--- src/rtl/cofre_pkg.sv ---
// Shared types and default constants for the 4-bit safe controller.
package cofre_pkg;

  localparam int LARGURA_SENHA      = 4;
  localparam int MAX_ERROS_PADRAO   = 3;
  localparam int BLOQ_CICLOS_PADRAO = 1000;

  typedef enum logic [2:0] {
    PROGRAMAR,
    FECHADO,
    AVALIAR,
    ABERTO,
    BLOQUEADO
  } estado_t;

endpackage

--- src/rtl/temporizador_bloqueio.sv ---
// Lockout down-counter: load BLOQ_CICLOS-1, decrement to zero and hold there.
module temporizador_bloqueio #(
  parameter int BLOQ_CICLOS = 1000
) (
  input  logic clk,
  input  logic rst_n,
  input  logic carregar,
  input  logic decrementar,
  output logic zero
);

  localparam int W = (BLOQ_CICLOS > 2) ? $clog2(BLOQ_CICLOS) : 1;

  logic [W-1:0] contagem;

  always_ff @(posedge clk or negedge rst_n) begin
    if (!rst_n) begin
      contagem <= '0;
    end else if (carregar) begin
      contagem <= W'(BLOQ_CICLOS - 1);
    end else if (decrementar && (contagem != '0)) begin
      contagem <= contagem - W'(1);
    end
  end

  assign zero = (contagem == '0);

endmodule

--- src/rtl/cofre_controle.sv ---
// Safe controller: captures password/attempt operands, samples the external
// comparator verdict one cycle after capture, and handles error lockout.
module cofre_controle
  import cofre_pkg::*;
#(
  parameter  int MAX_ERROS   = MAX_ERROS_PADRAO,
  parameter  int BLOQ_CICLOS = BLOQ_CICLOS_PADRAO,
  localparam int LR          = $clog2(MAX_ERROS + 1)
) (
  input  logic                     clk,
  input  logic                     rst_n,
  input  logic [LARGURA_SENHA-1:0] sw,
  input  logic                     btn_gravar,
  input  logic                     btn_tentar,
  input  logic                     igual,
  output logic [LARGURA_SENHA-1:0] senha,
  output logic [LARGURA_SENHA-1:0] tentativa,
  output logic                     aberto,
  output logic                     bloqueado,
  output logic                     pronto,
  output logic [LR-1:0]            restantes
);

  estado_t         estado, estado_prox;
  logic [LR-1:0]   erros, erros_prox, erros_inc;
  logic            grava, captura, carregar, tempo_zero;

  assign erros_inc = erros + LR'(1);

  temporizador_bloqueio #(
    .BLOQ_CICLOS (BLOQ_CICLOS)
  ) u_temporizador (
    .clk         (clk),
    .rst_n       (rst_n),
    .carregar    (carregar),
    .decrementar (estado == BLOQUEADO),
    .zero        (tempo_zero)
  );

  always_comb begin
    estado_prox = estado;
    erros_prox  = erros;
    grava       = 1'b0;
    captura     = 1'b0;
    carregar    = 1'b0;
    case (estado)
      PROGRAMAR: begin
        if (btn_gravar) begin
          grava       = 1'b1;
          estado_prox = FECHADO;
        end
      end
      FECHADO: begin
        if (btn_tentar) begin
          captura     = 1'b1;
          estado_prox = AVALIAR;
        end
      end
      AVALIAR: begin
        // igual is valid here because tentativa was registered last edge
        if (igual) begin
          erros_prox  = '0;
          estado_prox = ABERTO;
        end else if (erros_inc < LR'(MAX_ERROS)) begin
          erros_prox  = erros_inc;
          estado_prox = FECHADO;
        end else begin
          erros_prox  = LR'(MAX_ERROS);
          carregar    = 1'b1;
          estado_prox = BLOQUEADO;
        end
      end
      ABERTO: begin
        if (btn_gravar) begin
          grava       = 1'b1;
          estado_prox = FECHADO;
        end else if (btn_tentar) begin
          estado_prox = FECHADO;
        end
      end
      BLOQUEADO: begin
        if (tempo_zero) begin
          erros_prox  = '0;
          estado_prox = FECHADO;
        end
      end
      default: estado_prox = PROGRAMAR;
    endcase
  end

  always_ff @(posedge clk or negedge rst_n) begin
    if (!rst_n) begin
      estado    <= PROGRAMAR;
      erros     <= '0;
      senha     <= '0;
      tentativa <= '0;
      aberto    <= 1'b0;
      bloqueado <= 1'b0;
      pronto    <= 1'b0;
    end else begin
      estado    <= estado_prox;
      erros     <= erros_prox;
      if (grava)   senha     <= sw;
      if (captura) tentativa <= sw;
      aberto    <= (estado_prox == ABERTO);
      bloqueado <= (estado_prox == BLOQUEADO);
      pronto    <= (estado_prox == FECHADO);
    end
  end

  // Error count saturates at MAX_ERROS in lockout, so this reads 0 there.
  assign restantes = LR'(MAX_ERROS) - erros;

endmodule

--- config.mk ---
export PLATFORM = sky130hd
export DESIGN_NAME = cofre_controle
export DESIGN_NICKNAME = d
export VERILOG_FILES = /design/src/rtl/cofre_pkg.sv /design/src/rtl/temporizador_bloqueio.sv /design/src/rtl/cofre_controle.sv
export SDC_FILE = /design/constraint.sdc
export NUM_CORES = 1
export LEC_CHECK = 0
export ABC_AREA = 1
export CAP_MARGIN = 20
export CORE_ASPECT_RATIO = 1.2
export CORE_MARGIN = 3
export CORE_UTILIZATION = 33
export CTS_BUF_LIST = sky130_fd_sc_hd__clkbuf_8 sky130_fd_sc_hd__clkbuf_16
export DETAILED_ROUTE_END_ITERATION = 6
export GPL_TIMING_DRIVEN = 0
export PLACE_DENSITY_LB_ADDON = 0.2
export SKIP_LAST_GASP = 1
export SYNTH_ARGS = -nofsm -noshare
export SYNTH_HDL_FRONTEND = slang
export SYNTH_SLANG_ARGS = --single-unit
--- constraint.sdc ---
create_clock -name clk -period 3.8 [get_ports clk]
set_input_delay 0.38 -clock clk [delete_from_list [all_inputs] [get_ports clk]]
set_output_delay 0.38 -clock clk [all_outputs]
set_load 0.01 [all_outputs]
After elaboration in Yosys (flattened, before gate mapping)
Index checks and enable logic that the tools add are counted.
{ "totals": {"inputBits": 9, "out_inout_bits": 13, "elab_cells": 49, "register_bits": 26} }
{ "op_classes": {"n_mux": 21, "add_sub_neg": 3, "order_cmp": 1, "n_reduce_logical": 8, "eq_ne": 8} }
{ "ops": {"columns": ["operator", "n"], "rows": [
  ["3-bit two-way mux", 7],
  ["10-bit two-way mux", 2],
  ["3-bit one-hot mux with 5 select lines", 1],
  ["10-bit logical NOT", 1],
  ["10-bit nonzero test", 1],
  ["10-bit by 1-bit subtractor with 10-bit output, second input constant", 1],
  ["3-bit by 2-bit == test with 1-bit output, second input constant", 3],
  ["1-bit two-way mux", 7],
  ["3-bit by 1-bit == test with 1-bit output, second input constant", 2],
  ["3-bit == test, second input constant", 2],
  ["2-bit two-way mux", 3],
  ["2-bit one-hot mux with 2 select lines", 1],
  ["2-bit nonzero test", 2],
  ["3-bit logical NOT", 1],
  ["2-bit by 1-bit adder with 2-bit output, second input constant", 1],
  ["2-bit < comparator, second input constant", 1],
  ["2-bit != test, second input constant", 1],
  ["2-bit AND reduction", 1],
  ["2-bit OR reduction", 1],
  ["2-bit subtractor, first input constant", 1],
  ["1-bit logical AND", 1]
]} }

Depth between registers and ports, before layout
Gate-level depths: netlist of run 1.
{ "depth": {"ltp_word": 6, "depth_mapped": 10, "depth_no_buf": 9} }

Hierarchy
A second synthesis of run 1 with hierarchy kept.
{ "unflattened": {"cells_unflattened": 176, "hier_area_um2": 1430.1} }
{ "by_module_without_submodules": {"columns": ["mod", "cells_each", "area_each_um2", "n_inst"], "rows": [
  ["cofre_controle", 80, 742.0, 1],
  ["temporizador_bloqueio", 96, 688.2, 1]
]} }

Worst setup path after synthesis of run 1
No wires, ideal clock.
{ "synth_timing": {"path_kind": "register to register", "from": "register u_temporizador.contagem[0]", "to": "register u_temporizador.contagem[6]", "path_slack_ns": 2.297, "stages_incl_launch_ff": 11, "setup_ns": 0.116, "t_arrival_ns": 1.387, "path_cell_list": "dfrtp_1 -> inv_1 -> ha_1 -> nand2_2 -> nor2_4 -> nand2_2 -> nand2_4 -> nand2_4 -> buf_12 -> nand2_1 -> nand2_1"} }
{ "synth_between": {"elab_chain_len": 3} }
{ "synth_rtl": {"columns": ["item", "line_no", "text"], "rows": [
  ["start: declaration", "temporizador_bloqueio.sv:14", "logic [W-1:0] contagem;"],
  ["start signal: assignment", "temporizador_bloqueio.sv:20", "contagem <= W'(BLOQ_CICLOS - 1);"],
  ["start signal: assignment", "temporizador_bloqueio.sv:22", "contagem <= contagem - W'(1);"],
  ["10-bit by 1-bit subtractor with 10-bit output or 10-bit nonzero test (tied branches)", "temporizador_bloqueio.sv:22, temporizador_bloqueio.sv:21", null],
  ["10-bit two-way mux or 1-bit logical AND (tied branches)", "temporizador_bloqueio.sv:21", "end else if (decrementar && (contagem != '0)) begin"],
  ["10-bit two-way mux or 2-bit nonzero test (tied branches)", null, null]
]} }
Several ways; a longest one is shown, not always the timed one. The select of a mux whose other input is x is not followed.
A chain may end at the register's enable or synchronous reset.

Worst setup path after layout of run 1
Same ends and word-level chain as after synthesis.

==> impl_metrics.yaml, run 1 <==
placement:
  detailed_place_hpwl_mm: 2.20
  placed_cells_incl_taps: 243
  gp_routability_congestion: 0.771
  io_buffers: 21
hold_path:
  worst_hold_path_type: "input port to async pin"
outcome:
  run_status: "completed"
pwr:
  pnr_total_power_mw: 1.21
  combPwrFrac_pct: 41.5
  p_per_area_mw_per_mm2: 692
  p_clk_share_pct: 18.9
  power_switching_share_pct: 36.8
  seq_power_share_pct: 39.6
  p_leak_nw: 0.823
  net-switching-power_uw: 445
  max-vdd-ir-drop_mv: 0.285
  power_report.internal_total_uw: 765
drt:
  post-route-drc-count: 0
  drt-pass1-iter-count: 4
  detailroute.via_count: 1128
  route.detailed.wl_per_inst_um: 11.4
  count_of_nets_left_with_antenna_violations_after_detail_routing: 0
  drt_first_iter_violations: 29
  drt-vias-per-instance: 4.57
  routed_wirelength_mm: 2.81
clock_network:
  post-cts-setup-buffers: 0
  clock_tree.buffer_depth: 2
  cts.sink_count: 26
  cts_hold_buf: 0
  cts-buffers-inserted: 3
  post_cts.resized_instances: 0
  tritoncts: "done"
  htree_num_levels: 1
  clk-insertion-delay-late_ps: 270
  cts_root_buf: "sky130_fd_sc_hd__clkbuf_8"
  clk_transition_reported_paths_ps: 90
timing:
  worst-slew-pin-transition_ps: 524
  worst_hold_slack_ps: 443
  min_period_over_period_pct: 44.6
  finish_stage_setup_viols: 0
  fmaxAchievable_mhz: 590
  minimum_clock_period_after_layout_ps: 1690
  fin_skew_ps: 6.06
  setup-tns-final_ps: 0
  timing.final.hold_violations: 0
  rsz0062_at_grt: "no"
  final_max_slew_viol_count: 0
  timing.max_slew.rel_slack_pct: 65.0
logic_synthesis:
  synth_compound_gate_area_share_pct: 8.41
  synthTopCellsByCount: "43 x sky130_fd_sc_hd__nand2_1, 26 x sky130_fd_sc_hd__dfrtp_1, 19 x sky130_fd_sc_hd__inv_1, 17 x sky130_fd_sc_hd__nand3_1"
  synth_most_common_cell: "sky130_fd_sc_hd__nand2_1"
  yosysUniqueCellTypes: 24
  netlist.area_leader.share_pct: 47.0
  synth_warnings: 0
  netlist_top_cells_area: "sky130_fd_sc_hd__dfrtp_1 47%, sky130_fd_sc_hd__nand2_1 12%, sky130_fd_sc_hd__nand3_1 6.1%"
  synthMuxAreaShare_pct: 0
  ys_ff_latch: 26
  synth_top_family_by_area: "simple AND/OR/NAND/NOR gates"
  synthCells: 167
  netlist_area_mm2: 0.00138
  postSynth.topFlopCell: "sky130_fd_sc_hd__dfrtp_1"
  synth_simple_gate_area_share_pct: 32.9
  netlist.top_cell.by_area: "sky130_fd_sc_hd__dfrtp_1"
  async_flop_share_pct: 100
  postSynthNetCount: 178
  post_synth_xor_area_fraction_pct: 1.90
  synth_sequential_area_ratio_pct: 47.0
  per_instance_average_area_after_synthesis_um2: 8.29
  number_of_flops_mapped_to_enable_cells_by_yosys: 0
  yosys.area_share.adder_pct: 1.81
setup_path:
  critical_path.max_fanout: 10
  arrival_ps: 1860
  crit_type: "flip-flop to flip-flop"
  setup.worst_path.start_class: "flip-flop"
  crit_required_ps: 3970
  crit_path_end_kind: "flip-flop"
floorplanning:
  initial_utilization_pct: 34.6
  x_dimension_of_the_die_um: 65.1
  floorplan.io_pins: 22
  die_area_mm2: 0.00501
  fp.coreArea_mm2: 0.00400
  floorplan.die.height_um: 76.9
  rows: 25
layout:
  fin_util_pct: 43.7
  finalNetCount: 205
  post_route_cells_drive_above_1_share_pct: 13.5
  antenna_cells: 0
  syn_to_final_growth_pct: 26.3
  final-instance-count-excl-fill: 247
global_route:
  grt_antenna_before_repair: 0
  pin_count_of_the_biggest_net_entering_global_routing: 17
  grt_usage_pct: 12.8
  grt_pass1_wl_mm: 5.15
  grt_remaining_overflow: 0
  first_global_vias: 1174
job:
  timing.max_cap.violations: 0
-- cell families after synthesis --
| group | Yosys count |
|---|---|
| fa+ha+maj | 2 |
| xor+xnor | 3 |
| buf+inv | 24 |
| flops | 26 |
| compound gates | 20 |
| simple gates | 92 |
-- state kept, by name, summed over array words and instances (netlist names) --
name and count:
erros 2, senha 4, bloqueado 1, tentativa 4, u_temporizador.contagem 10, estado 3
aberto 1, pronto 1
-- worst max-delay path: stages (launching register included) --
cell and delay, ps:
sky130_fd_sc_hd__dfrtp_1 400, sky130_fd_sc_hd__inv_1 160, sky130_fd_sc_hd__ha_1 260, sky130_fd_sc_hd__nand2_2 120
sky130_fd_sc_hd__nor2_4 140, sky130_fd_sc_hd__nand2_2 70, sky130_fd_sc_hd__nand2_4 120, sky130_fd_sc_hd__nand2_4 80
sky130_fd_sc_hd__buf_12 150, sky130_fd_sc_hd__nand2_1 60, sky130_fd_sc_hd__nand2_1 40
-- path summary, 6_finish.rpt --
kind | start | slack (ps) | depth (start not counted) | to
worst max-delay path | u_temporizador.contagem[0]$_DFFE_PN0P_ | 2110 | 10 | u_temporizador.contagem[6]$_DFFE_PN0P_
worst min-delay path | rst_n | 440 | 1 | senha[0]$_DFFE_PN0P_
worst max register to register | u_temporizador.contagem[0]$_DFFE_PN0P_ | 2110 | 10 | u_temporizador.contagem[6]$_DFFE_PN0P_
worst min register to register | tentativa[0]$_DFFE_PN0P_ | 490 | 2 | tentativa[0]$_DFFE_PN0P_
max in group asynchronous | rst_n | 2860 | 2 | erros[1]$_DFFE_PN0P_
min in group clk | tentativa[0]$_DFFE_PN0P_ | 490 | 2 | tentativa[0]$_DFFE_PN0P_
-- power by group through the flow --
stage / Sequential (mW) / Clock, mW / Combinational, mW
2_1_floorplan: 0.492 / 0 / 0.291
3_3_place_gp: 0.481 / 0 / 0.489
3_5_place_dp: 0.485 / 0 / 0.507
4_1_cts: 0.479 / 0.232 / 0.510
5_1_grt: 0.497 / 0.247 / 0.569
6_report: 0.479 / 0.228 / 0.502
-- layout by cell type (no fill, tap or decap) --
cell,synthesis,routed
sky130_fd_sc_hd__nor2_2,1,1
sky130_fd_sc_hd__dfrtp_1,26,26
sky130_fd_sc_hd__nand3_4,1,1
sky130_fd_sc_hd__buf_4,1,1
sky130_fd_sc_hd__nor2_1,15,15
sky130_fd_sc_hd__inv_1,19,19
sky130_fd_sc_hd__nor3_1,2,2
sky130_fd_sc_hd__nand3b_1,2,2
sky130_fd_sc_hd__nand4_1,1,1
sky130_fd_sc_hd__or2_2,1,1
sky130_fd_sc_hd__buf_12,1,1
sky130_fd_sc_hd__o22ai_1,1,1
sky130_fd_sc_hd__nor2_4,1,1
sky130_fd_sc_hd__clkdlybuf4s50_1,0,21
sky130_fd_sc_hd__xor2_1,2,2
sky130_fd_sc_hd__nand2_4,2,2
sky130_fd_sc_hd__clkbuf_8,0,3
sky130_fd_sc_hd__nand2_1,43,43
sky130_fd_sc_hd__inv_2,3,3
sky130_fd_sc_hd__nand2_2,4,4
sky130_fd_sc_hd__nand3_1,17,17
sky130_fd_sc_hd__o21ai_2,4,4
sky130_fd_sc_hd__ha_1,2,2
sky130_fd_sc_hd__xnor2_1,1,1
sky130_fd_sc_hd__nor3_4,2,2
sky130_fd_sc_hd__bufinv_16,0,1
sky130_fd_sc_hd__o21ai_0,15,15
sky130_fd_sc_hd__buf_8,0,1
-- per-layer routing --
layer  vias to the layer above  global-route usage (%)  wire length [um]
li1                        582                       -                 -
met1                       531                    16.2              1310
met2                        11                    22.3              1400
met3                         4                    2.20                77
met4                         0                    3.11                27
met5                         -                       0                 0
-- cell type report --
cell class                      instances  area, um2
Buffer                                  2       27.5
Clock buffer                            3       41.3
Clock inverter                          1       30.0
Fill cell                             421       2260
Inverter                               22       82.6
Multi-Input combinational cell        117        623
Sequential cell                        26        651
Tap cell                               54       67.6
Timing Repair Buffer                   22        225
-- metrics by stage --
| stage | setup WS (ps) | instance area [um2] |
|---|---|---|
| floorplan | 2300 | 1380 |
| global placement | 2030 | 1660 |
| detailed placement | 2100 | 1680 |
| CTS | 2080 | 1750 |
| global route | 1970 | 1750 |
| finish | 2110 | 1750 |
No activity file was read; power rests on OpenSTA's default activity.
==> run 2, diff against run 1 <==
==> constraint.sdc (replaced) <==
create_clock -name clk -period 1.6 [get_ports clk]
set_input_delay 0.16 -clock clk [delete_from_list [all_inputs] [get_ports clk]]
set_output_delay 0.16 -clock clk [all_outputs]
set_load 0.01 [all_outputs]
==> impl_metrics.yaml, run 2 (synthesized netlist as in run 1, its figures left out) <==
layout:
  largest_register_ff_count: 10
  antenna_cells: 0
  syn_to_final_growth_pct: 29.2
  fin_util_pct: 44.7
  post_route_cells_drive_above_1_share_pct: 15.9
  filler_cell_count: 419
  most-common-layout-cells: "43 x sky130_fd_sc_hd__nand2_1, 26 x sky130_fd_sc_hd__dfrtp_1, 21 x sky130_fd_sc_hd__clkdlybuf4s50_1, 17 x sky130_fd_sc_hd__inv_1, 17 x sky130_fd_sc_hd__nand3_1"
  layout_commonest_cell: "sky130_fd_sc_hd__nand2_1"
  finish.instance_area_mm2: 0.00179
  finalNetCount: 207
  reg.largest.list: "u_temporizador.contagem: 10 flops, senha: 4 flops, tentativa: 4 flops"
  largest-register: "u_temporizador.contagem"
floorplanning:
  rows: 25
  initial_utilization_pct: 34.6
  floorplan.io_pins: 22
  fp.coreArea_mm2: 0.00400
  floorplan.die.height_um: 76.9
  x_dimension_of_the_die_um: 65.1
  die_area_mm2: 0.00501
global_route:
  grt_pass1_wl_mm: 5.19
  grt_antenna_before_repair: 0
  pin_count_of_the_biggest_net_entering_global_routing: 17
  first_global_vias: 1175
  grt_remaining_overflow: 0
  grt_usage_pct: 12.9
setup_path:
  worst-r2r-cell-count: 10
  worst_r2r_startpoint: "u_temporizador.contagem[0]$_DFFE_PN0P_"
  crit_required_ps: 1760
  setup.worst_path.start_class: "flip-flop"
  ff2ff_setup_slack_ps: 120
  crit_path_end_kind: "flip-flop"
  critical_path.max_fanout: 10
  r2r-end: "u_temporizador.contagem[5]$_DFFE_PN0P_"
  arrival_ps: 1640
  crit_type: "flip-flop to flip-flop"
drt:
  route.detailed.wl_per_inst_um: 11.4
  detailroute.via_count: 1137
  drt-vias-per-instance: 4.57
  drt-pass1-iter-count: 4
  routed_wirelength_mm: 2.84
  count_of_nets_left_with_antenna_violations_after_detail_routing: 0
  post-route-drc-count: 0
  drt_first_iter_violations: 32
timing:
  fin_skew_ps: 6.41
  fmaxAchievable_mhz: 675
  final_max_slew_viol_count: 0
  setup-tns-final_ps: 0
  min_period_over_period_pct: 92.6
  rsz0062_at_grt: "no"
  timing.max_slew.rel_slack_pct: 64.5
  minimum_clock_period_after_layout_ps: 1480
  timing.final.hold_violations: 0
  finish_stage_setup_viols: 0
  worst-slew-pin-transition_ps: 531
placement:
  io_buffers: 21
  placement.cell_area_mm2: 0.00168
  gp_routability_congestion: 0.771
  detailed_place_hpwl_mm: 2.20
clock_network:
  cts_root_buf: "sky130_fd_sc_hd__clkbuf_8"
  clk_transition_reported_paths_ps: 90
  tritoncts: "done"
  clk-insertion-delay-late_ps: 270
  clock_tree.buffer_depth: 2
  htree_num_levels: 1
  cts.sink_count: 26
  cts-buffers-inserted: 3
outcome:
  run_status: "completed"
job:
  timing.max_cap.violations: 0
pwr:
  max-vdd-ir-drop_mv: 0.706
  p_leak_nw: 0.834
  p_per_area_mw_per_mm2: 1630
hold_path:
  worst_hold_path_type: "input port to async pin"
run 2: metal layers:
metal / routed length [um] / vias up / track usage, %
li1: - / 588 / -
met5: 0 / - / 0
met3: 71 / 2 / 2.20
met2: 1410 / 10 / 22.3
met1: 1340 / 537 / 16.5
met4: 19 / 0 / 3.11
run 2: worst max-delay path, stage by stage, from the launching register on:
cell	delay (ps)
sky130_fd_sc_hd__dfrtp_1	410
sky130_fd_sc_hd__inv_2	110
sky130_fd_sc_hd__ha_4	160
sky130_fd_sc_hd__nand2_2	90
sky130_fd_sc_hd__nor2_4	140
sky130_fd_sc_hd__nand2_2	70
sky130_fd_sc_hd__nand2_4	90
sky130_fd_sc_hd__nand2_4	60
sky130_fd_sc_hd__buf_12	150
sky130_fd_sc_hd__nand2_2	60
sky130_fd_sc_hd__o21ai_2	50
run 2: power by group:
| group | internal (mW) | switching [mW] |
|---|---|---|
| clock network | 0.335 | 0.203 |
| registers | 0.922 | 0.222 |
| logic | 0.589 | 0.649 |
| total | 1.84 | 1.07 |
run 2: layout make-up:
cell class,instances,area (um2),share of cell area [%]
inverters,22,82.6,4.62
multi-input cells,117,636,35.5
clock buffers,3,41.3,2.31
flip-flops and latches,26,651,36.4
well taps,54,67.6,3.78
plain buffers,2,27.5,1.54
clock inverters,1,30.0,1.68
repair buffers,24,253,14.1
run 2: how the worst max path moves through the flow:
stage                                           startpoint                                endpoint  cells after the start
global placement    u_temporizador.contagem[0]$_DFFE_PN0P_  u_temporizador.contagem[9]$_DFFE_PN0P_                     10
floorplan           u_temporizador.contagem[0]$_DFFE_PN0P_  u_temporizador.contagem[6]$_DFFE_PN0P_                     10
finish              u_temporizador.contagem[0]$_DFFE_PN0P_  u_temporizador.contagem[5]$_DFFE_PN0P_                     10
CTS                 u_temporizador.contagem[0]$_DFFE_PN0P_  u_temporizador.contagem[1]$_DFFE_PN0P_                     10
global route        u_temporizador.contagem[0]$_DFFE_PN0P_  u_temporizador.contagem[6]$_DFFE_PN0P_                     10
detailed placement  u_temporizador.contagem[0]$_DFFE_PN0P_  u_temporizador.contagem[5]$_DFFE_PN0P_                     10
run 2: stage by stage:
stage,setup WS (ps),power (mW),hold WS [ps],cells
final,119,2.92,230,249
after global routing,1.24,3.17,251,249
after CTS,22.6,2.93,247,247
after detailed placement,-96.4,2.36,471,243
after global placement,-82.6,2.30,470,242
after floorplan,97.0,1.86,-136,167
run 2: what timing repair did:
item                                    CTS  global route
setup buffers                             0             2
gates resized for setup                   3             1
hold endpoints to repair                  0             0
endpoints found under the setup margin   10             7
hold buffers                              0             0
==> run 3, diff against run 2 <==
--- a/config.mk
+++ b/config.mk
@@ -6,7 +6,6 @@
 export NUM_CORES = 1
 export LEC_CHECK = 0
 export ABC_AREA = 1
-export CAP_MARGIN = 20
 export CORE_ASPECT_RATIO = 1.2
 export CORE_MARGIN = 3
 export CORE_UTILIZATION = 33
@@ -14,6 +13,7 @@
 export DETAILED_ROUTE_END_ITERATION = 6
 export GPL_TIMING_DRIVEN = 0
 export PLACE_DENSITY_LB_ADDON = 0.2
+export SKIP_CTS_REPAIR_TIMING = 1
 export SKIP_LAST_GASP = 1
 export SYNTH_ARGS = -nofsm -noshare
 export SYNTH_HDL_FRONTEND = slang
==> impl_metrics.yaml, run 3 (synthesized netlist as in run 1, its figures left out) <==
floorplanning:
  initial_utilization_pct: 34.6
  fp.coreArea_mm2: 0.00400
  rows: 25
  die_area_mm2: 0.00501
  floorplan.io_pins: 22
  floorplan.die.height_um: 76.9
  x_dimension_of_the_die_um: 65.1
timing:
  fmaxAchievable_mhz: 672
  worst-slew-pin-transition_ps: 1140
  finalWorstSetupSlack_ps: 112
  timing.final.hold_violations: 0
  fin_skew_ps: 5.29
  timing.max_slew.rel_slack_pct: 23.5
  final_max_slew_viol_count: 0
  min_period_over_period_pct: 93.0
  finish_stage_setup_viols: 0
  minimum_clock_period_after_layout_ps: 1490
  rsz0062_at_grt: "no"
  worst_hold_slack_ps: 460
drt:
  count_of_nets_left_with_antenna_violations_after_detail_routing: 0
  post-route-drc-count: 0
  drt_first_iter_violations: 35
  detailroute.via_count: 1142
  routed_wirelength_mm: 2.83
  route.detailed.wl_per_inst_um: 11.3
  drt-pass1-iter-count: 4
  drt-vias-per-instance: 4.57
setup_path:
  crit_required_ps: 1760
  r2r-end: "u_temporizador.contagem[6]$_DFFE_PN0P_"
  worst-r2r-cell-count: 10
  worst_r2r_startpoint: "u_temporizador.contagem[0]$_DFFE_PN0P_"
  setup.worst_path.start_class: "flip-flop"
  critical_path.max_fanout: 10
  crit_path_end_kind: "flip-flop"
  ff2ff_setup_slack_ps: 110
  crit_type: "flip-flop to flip-flop"
  setup.worst_path.end: "u_temporizador.contagem[6]$_DFFE_PN0P_"
  crit_start: "u_temporizador.contagem[0]$_DFFE_PN0P_"
  arrival_ps: 1650
clock_network:
  htree_num_levels: 1
  clk-insertion-delay-late_ps: 270
  cts_root_buf: "sky130_fd_sc_hd__clkbuf_8"
  clk_transition_reported_paths_ps: 90
  tritoncts: "done"
  cts.sink_count: 26
  clock_tree.buffer_depth: 2
  cts-buffers-inserted: 3
layout:
  reg.largest.list: "u_temporizador.contagem: 10 flops, senha: 4 flops, tentativa: 4 flops"
  layout_commonest_cell: "sky130_fd_sc_hd__nand2_1"
  most-common-layout-cells: "43 x sky130_fd_sc_hd__nand2_1, 26 x sky130_fd_sc_hd__dfrtp_1, 21 x sky130_fd_sc_hd__clkdlybuf4s50_1, 17 x sky130_fd_sc_hd__inv_1, 17 x sky130_fd_sc_hd__nand3_1"
  largest-register: "u_temporizador.contagem"
  largest_register_ff_count: 10
  antenna_cells: 0
  post_route_cells_drive_above_1_share_pct: 16.3
  finish.instance_area_mm2: 0.00179
  fin_util_pct: 44.7
  syn_to_final_growth_pct: 29.2
  finalNetCount: 208
global_route:
  pin_count_of_the_biggest_net_entering_global_routing: 27
  grt_pass1_wl_mm: 4.98
  grt_usage_pct: 12.4
  first_global_vias: 1152
  grt_remaining_overflow: 0
  grt_antenna_before_repair: 0
pwr:
  p_per_area_mw_per_mm2: 1630
  p_leak_nw: 0.835
  max-vdd-ir-drop_mv: 0.618
outcome:
  run_status: "completed"
placement:
  gp_routability_congestion: 0.771
  placement.setup.worst_slack_ps: -105
  placement.cell_area_mm2: 0.00166
  detailed_place_hpwl_mm: 2.12
  io_buffers: 21
hold_path:
  worst_hold_path_type: "input port to flip-flop"
job:
  timing.max_cap.violations: 0
## run 3: layer usage
| metal | GRT usage, % | wire [um] | vias to the layer above |
|---|---|---|---|
| met2 | 21.2 | 1350 | 8 |
| li1 | - | - | 591 |
| met1 | 16.3 | 1410 | 541 |
| met3 | 2.05 | 59 | 2 |
| met4 | 3.11 | 15 | 0 |
| met5 | 0 | 0 | - |
## run 3: metrics by stage
step           total power, mW  instances  setup TNS, ps
2_1_floorplan             1.86        167              0
3_3_place_gp              2.30        242           -453
6_report                  2.91        250              0
4_1_cts                   2.90        246           -911
3_5_place_dp              2.35        242           -654
5_1_grt                   3.18        250              0
## run 3: power by group
group          total [mW]  switching (mW)  internal [mW]
combinational        1.23           0.644          0.585
clock               0.538           0.204          0.334
sequential           1.14           0.223          0.922
## run 3: worst min path at each step
stage | start | end | slack (ps) | depth (start not counted)
final | sw[3] | tentativa[3]$_DFFE_PN0P_ | 460 | 3
after CTS | sw[3] | tentativa[3]$_DFFE_PN0P_ | 460 | 3
after global routing | sw[2] | tentativa[2]$_DFFE_PN0P_ | 470 | 3
after global placement | senha[3]$_DFFE_PN0P_ | senha[3]$_DFFE_PN0P_ | 470 | 2
after floorplan | rst_n | aberto$_DFF_PN0_ | -140 | 0
after detailed placement | tentativa[3]$_DFFE_PN0P_ | tentativa[3]$_DFFE_PN0P_ | 480 | 2
## run 3: final cells by class
cell class,instances,area [um2]
Buffer,2,27.5
Tap cell,54,67.6
Multi-Input combinational cell,117,636
Clock buffer,3,41.3
Timing Repair Buffer,25,253
Inverter,22,82.6
Fill cell,429,2220
Clock inverter,1,30.0
Sequential cell,26,651
## run 3: critical path, stage by stage (launching register included)
cell and delay, ps:
sky130_fd_sc_hd__dfrtp_1 410, sky130_fd_sc_hd__inv_2 110, sky130_fd_sc_hd__ha_4 160, sky130_fd_sc_hd__nand2_2 90, sky130_fd_sc_hd__nor2_4 140, sky130_fd_sc_hd__nand2_2 70, sky130_fd_sc_hd__nand2_4 80, sky130_fd_sc_hd__nand2_4 60
sky130_fd_sc_hd__buf_12 140, sky130_fd_sc_hd__nand2_1 60, sky130_fd_sc_hd__nand2_1 40
